--- src/rtl/fifo_async_pkg.sv ---
// Shared definitions for both clock domains of the asynchronous FIFO:
// default pointer sizing and the Gray/binary conversion helpers.
package fifo_async_pkg;

  localparam int DEFAULT_ADDRESS_SIZE = 4;
  localparam int PTR_W                = DEFAULT_ADDRESS_SIZE + 1;

  // Gray to binary. The input is zero-extended to 32 bits, so callers cast the
  // result back to their own pointer width.
  function automatic logic [31:0] gray2bin(input logic [31:0] g);
    logic [31:0] b;
    b[31] = g[31];
    for (int i = 30; i >= 0; i--) begin
      b[i] = b[i+1] ^ g[i];
    end
    return b;
  endfunction

  // Binary to Gray: each bit differs from its upper neighbour.
  function automatic logic [31:0] bin2gray(input logic [31:0] b);
    return b ^ (b >> 1);
  endfunction

endpackage

--- src/rtl/two_ff_synchronizer.sv ---
// Two-flop synchroniser for a multi-bit Gray-coded bus.
// Only one bit changes per source update, so per-bit capture is coherent.
module two_ff_synchronizer #(
  parameter int WIDTH = 1
) (
  input  logic             clk,
  input  logic             rst_n,
  input  logic [WIDTH-1:0] d,
  output logic [WIDTH-1:0] q
);

  logic [WIDTH-1:0] meta_reg;

  // First stage may go metastable; second stage gives it a full cycle to settle.
  always_ff @(posedge clk or negedge rst_n) begin
    if (!rst_n) begin
      meta_reg <= '0;
      q        <= '0;
    end else begin
      meta_reg <= d;
      q        <= meta_reg;
    end
  end

endmodule

--- src/rtl/r_clk_module.sv ---
// Read-domain control of the asynchronous FIFO.
// Advances the Gray read pointer on accepted reads, drives the RAM read
// address, synchronises the write pointer and produces registered empty and
// occupancy flags. Optional feature macro: R_ALMOST_EMPTY_EN adds
// r_almost_empty (asserted when the next level is <= AEMPTY_THRESH).
module r_clk_module
  import fifo_async_pkg::*;
#(
  parameter int MEMORY_DEPTH  = 16,
  parameter int ADDRESS_SIZE  = DEFAULT_ADDRESS_SIZE,
  parameter int AEMPTY_THRESH = 2
) (
  input  logic                    r_clk,
  input  logic                    r_rst,
  input  logic                    r_en,
  input  logic [ADDRESS_SIZE:0]   w_ptr,
  output logic [ADDRESS_SIZE:0]   r_ptr,
  output logic [ADDRESS_SIZE-1:0] r_addr,
  output logic                    r_empty,
`ifdef R_ALMOST_EMPTY_EN
  output logic                    r_almost_empty,
`endif
  output logic [ADDRESS_SIZE:0]   r_level
);

  localparam int RPTR_W = ADDRESS_SIZE + 1;

  logic [RPTR_W-1:0] rq2_wptr;
  logic [RPTR_W-1:0] rq2_wbin;
  logic [RPTR_W-1:0] r_bin;
  logic [RPTR_W-1:0] r_bnext;
  logic [RPTR_W-1:0] r_gnext;
  logic [RPTR_W-1:0] level_next;
  logic              msb_q;
  logic              sync_rst_n;
  logic              unused_cfg;

  // The synchroniser uses an active-low reset.
  assign sync_rst_n = ~r_rst;

  two_ff_synchronizer #(
    .WIDTH (RPTR_W)
  ) u_wptr_sync (
    .clk   (r_clk),
    .rst_n (sync_rst_n),
    .d     (w_ptr),
    .q     (rq2_wptr)
  );

  // A read is accepted only while data is known to be present.
  assign r_bin      = RPTR_W'(gray2bin(32'(r_ptr)));
  assign r_bnext    = r_bin + RPTR_W'(r_en & ~r_empty);
  assign r_gnext    = RPTR_W'(bin2gray(32'(r_bnext)));
  assign rq2_wbin   = RPTR_W'(gray2bin(32'(rq2_wptr)));
  assign level_next = rq2_wbin - r_bnext;

  // Address MSB is the binary bit recovered from the top two Gray bits;
  // the lower bits are taken directly from the Gray pointer, matching the
  // write side so both ports address the same word.
  assign r_addr = {msb_q, r_ptr[ADDRESS_SIZE-2:0]};

  // Pointer, address MSB and flags all update from the next-pointer value.
  always_ff @(posedge r_clk or posedge r_rst) begin
    if (r_rst) begin
      r_ptr   <= '0;
      msb_q   <= 1'b0;
      r_empty <= 1'b1;
      r_level <= '0;
    end else begin
      r_ptr   <= r_gnext;
      msb_q   <= r_gnext[ADDRESS_SIZE] ^ r_gnext[ADDRESS_SIZE-1];
      r_empty <= (r_gnext == rq2_wptr);
      r_level <= level_next;
    end
  end

`ifdef R_ALMOST_EMPTY_EN
  // Almost-empty tracks the same next-level value as r_level.
  always_ff @(posedge r_clk or posedge r_rst) begin
    if (r_rst) begin
      r_almost_empty <= 1'b1;
    end else begin
      r_almost_empty <= (level_next <= RPTR_W'(AEMPTY_THRESH));
    end
  end

  // Depth/address consistency bit; nothing consumes it.
  assign unused_cfg = (MEMORY_DEPTH != (1 << ADDRESS_SIZE));
`else
  // Depth/address consistency bit; the threshold has no function here.
  assign unused_cfg = (MEMORY_DEPTH != (1 << ADDRESS_SIZE)) | (AEMPTY_THRESH < 0);
`endif

endmodule
--- config.mk ---
export PLATFORM = sky130hd
export DESIGN_NAME = r_clk_module
export DESIGN_NICKNAME = d
export VERILOG_FILES = /design/src/rtl/fifo_async_pkg.sv /design/src/rtl/two_ff_synchronizer.sv /design/src/rtl/r_clk_module.sv
export SDC_FILE = /design/constraint.sdc
export NUM_CORES = 1
export LEC_CHECK = 0
export ABC_AREA = 1
export CORE_AREA = 10 10 64 66
export DETAILED_ROUTE_END_ITERATION = 7
export DIE_AREA = 0 0 74 76
export MAX_ROUTING_LAYER = met4
export PLACE_DENSITY = 0.71
export RECOVER_POWER = 25
export SLEW_MARGIN = 40
export SYNTH_ARGS = -nofsm -noshare
export SYNTH_HDL_FRONTEND = slang
export SYNTH_SLANG_ARGS = --single-unit
--- constraint.sdc ---
create_clock -name r_clk -period 3.3 [get_ports r_clk]
set_clock_uncertainty 0.15 [all_clocks]
set_input_delay 0.66 -clock r_clk [delete_from_list [all_inputs] [get_ports r_clk]]
set_output_delay 0.66 -clock r_clk [all_outputs]
set_load 0.1 [all_outputs]
==> PnR_summary.wiki <==
{| class="wikitable"
! Metric !! Value
|-
| Required @ worst endpoint || 3370 ps
|-
| Kind of start point of the critical path || flop
|-
| Total Wirelength || 2240 µm
|-
| Most common cell in the synthesized netlist || sky130_fd_sc_hd__nand2_1
|-
| Finish-stage setup viols || 0
|-
| Top achievable clock speed || 0.318 GHz
|-
| Non-filler cells, final || 183
|-
| Type of the worst min-delay path || reg -> reg
|-
| Flip-flop and latch count after synthesis || 22
|-
| Proportion of layout cells with a drive suffix above 1 || 0.267
|-
| Total of hold buffers inserted after clock tree synthesis || 0
|-
| Headroom to the max-slew limit || 0.468
|-
| DRC violation total after the first TritonRoute iteration || 41
|-
| First-pass iteration count of the detailed router || 4
|-
| Syn Nets || 143
|-
| I/O Buffers || 22
|-
| Worst-path fanout max || 4
|-
| Deepest level of the CTS H-tree || 1
|-
| Synth area leader || sky130_fd_sc_hd__dfrtp_1
|-
| EDFF count, synth || 0
|-
| Post-Synthesis Cells || 126
|-
| Clock Root Buffer || sky130_fd_sc_hd__clkbuf_4
|-
| Remaining routing DRC violations || 0
|-
| Largest cells by area after synthesis || sky130_fd_sc_hd__dfrtp_1 (47%), sky130_fd_sc_hd__nand2_1 (10%), sky130_fd_sc_hd__ha_1 (8.9%), sky130_fd_sc_hd__nand3_1 (7.6%), sky130_fd_sc_hd__inv_1 (7.0%)
|-
| Final hold slack || 210 ps
|-
| Hold violation count in the final report || 0
|-
| Number of warnings printed during yosys synthesis || 0
|-
| Floorplan die height || 76 µm
|-
| Half-perimeter wire length of the detailed placement result || 1720 µm
|-
| Average cell area after synthesis || 8.92 µm²
|-
| Total Die Area || 5620 µm²
|-
| Top-area cell type share of the netlist area || 0.468
|-
| Placeable Area || 2930 µm²
|-
| Post-layout min period || 3150 ps
|-
| Antenna fix cells || 0
|-
| Growth of design area from synthesis to finish || 25.7%
|-
| Global placement routability congestion || 0.785
|-
| Avg Vias per Cell || 4.63
|-
| Detailed-route wire length per cell || 12.2 µm
|-
| Clock-pin slew of the registers on the worst-case setup and hold paths || 120 ps
|-
| Placement Rows || 20
|-
| Kind of capture point of the worst setup path || flop
|-
| Count of unique library cells instantiated by Yosys || 18
|-
| Total number of nets in the final design || 168
|-
| Overflow left after global routing || 0
|-
| # clock sinks || 22
|-
| Total GRT Usage || 0.0794
|-
| Initial cell density of the core || 0.384
|-
| Number of cells in the design after placement || 177
|-
| Overall via count from detail_route || 848
|-
| Outcome || completed
|-
| Longest Clk Path Bufs || 2
|-
| Final Slew Violations || 0
|-
| Via count of the first global-routing pass || 841
|-
| Start-to-end type of the worst setup path || reg -> reg
|-
| Worst hold path startpoint || u_wptr_sync.meta_reg[0]
|-
| Final core occ || 0.482
|-
| Timing startpoint of the critical path || r_ptr[4]
|-
| Setup TNS || 0 ps
|-
| Antenna violations before repair || 0
|-
| TritonCTS clock tree || yes
|-
| Maximum number of pins on one net before global-route repair || 23
|-
| Post-synthesis async set-or-reset flop share || 1.00
|-
| Ranking of synthesized cells by instance count || sky130_fd_sc_hd__nand2_1 (31), sky130_fd_sc_hd__dfrtp_1 (21), sky130_fd_sc_hd__inv_1 (21)
|-
| Synth Flop Type || sky130_fd_sc_hd__dfrtp_1
|-
| Overall die width || 74 µm
|-
| Wire length of the first global-routing pass || 3610 µm
|-
| Total clock buffers created by CTS || 3
|-
| Max capacitance violation total || 0
|-
| Post-Synthesis Cell Area || 1120 µm²
|-
| Number of top-level pins || 23
|-
| Critical register-to-register path startpoint || r_ptr[4]
|-
| Slew at the pin closest to its max-slew limit || 798 ps
|-
| Signal arrival time at the worst endpoint || 3220 ps
|-
| ANT nets after route || 0
|-
| Portion of the clock cycle consumed by the worst path in the final layout || 0.954
|-
| Sequential share of the synthesized area || 0.491
|-
| Clock latency on the worst-skew pair || 310 ps
|-
| Setup repair after global routing missed its margin || no
|}
critical path, cell delays in order (launching register included):
cell and delay (ps):
sky130_fd_sc_hd__dfrtp_4 520, sky130_fd_sc_hd__nand2_1 100, sky130_fd_sc_hd__nand2_1 90, sky130_fd_sc_hd__ha_1 290
sky130_fd_sc_hd__inv_2 90, sky130_fd_sc_hd__ha_4 210, sky130_fd_sc_hd__xnor2_2 130, sky130_fd_sc_hd__ha_2 200
sky130_fd_sc_hd__ha_1 320, sky130_fd_sc_hd__inv_1 120, sky130_fd_sc_hd__fa_1 440, sky130_fd_sc_hd__a31oi_1 190
sky130_fd_sc_hd__xor2_1 200
routing by layer:
metal  wire, µm  share of wire  global-route usage
met4         26          0.012              0.0243
met1        939           0.42              0.0929
met2       1150           0.51               0.125
met5          0              0                   -
met3        126          0.056              0.0260
final timing paths:
| check | to | slack, ps | cells past startpoint |
|---|---|---|---|
| min | u_wptr_sync.q[0] | 210 | 0 |
| min in group asynchronous | u_wptr_sync.q[3] | 770 | 2 |
| max reg2reg | r_level[4] | 150 | 12 |
| max in group asynchronous | r_ptr[4] | 1650 | 2 |
| min reg2reg | u_wptr_sync.q[0] | 210 | 0 |
| max | r_level[4] | 150 | 12 |
cells in the final DEF, fill, tap and decap left out, types with 4 or more instances in the layout:
cell type,synthesis,final
sky130_fd_sc_hd__buf_4,4,17
sky130_fd_sc_hd__dfrtp_1,21,18
sky130_fd_sc_hd__dlygate4sd3_1,0,6
sky130_fd_sc_hd__ha_1,8,5
sky130_fd_sc_hd__inv_1,21,20
sky130_fd_sc_hd__nand2_1,31,31
sky130_fd_sc_hd__nand2_2,8,8
sky130_fd_sc_hd__nand3_1,17,17
sky130_fd_sc_hd__xor2_1,4,4
logic make-up after synthesis:
logic type	after synthesis	synth area share
simple gates	60	0.243
buf+inv	27	0.104
flops	22	0.491
fa+ha+maj	9	0.107
xor+xnor	5	0.0390
compound gates	3	0.0167
layout make-up:
| cell class | instances | area [µm²] |
|---|---|---|
| Clock buffer | 4 | 36.3 |
| Fill cell | 277 | 1520 |
| Inverter | 23 | 86.3 |
| Multi-Input combinational cell | 77 | 490 |
| Sequential cell | 22 | 561 |
| Tap cell | 33 | 41.3 |
| Timing Repair Buffer | 24 | 198 |
timing repair:
item	CTS	global route
resized for setup	1	4
setup endpoints to repair	1	2
pin swaps	3	2
buffers inserted	2	0
per-stage QoR:
stage	setup slack, ps	cell area, µm²
2_1_floorplan	82.1	1130
3_3_place_gp	108	1330
3_5_place_dp	-37.9	1330
4_1_cts	26.6	1380
5_1_grt	1.24	1410
6_report	153	1410
Power is left out: the tool's default activity adds up to more than one toggle a clock period on the data nets, which glitch-free logic cannot reach.
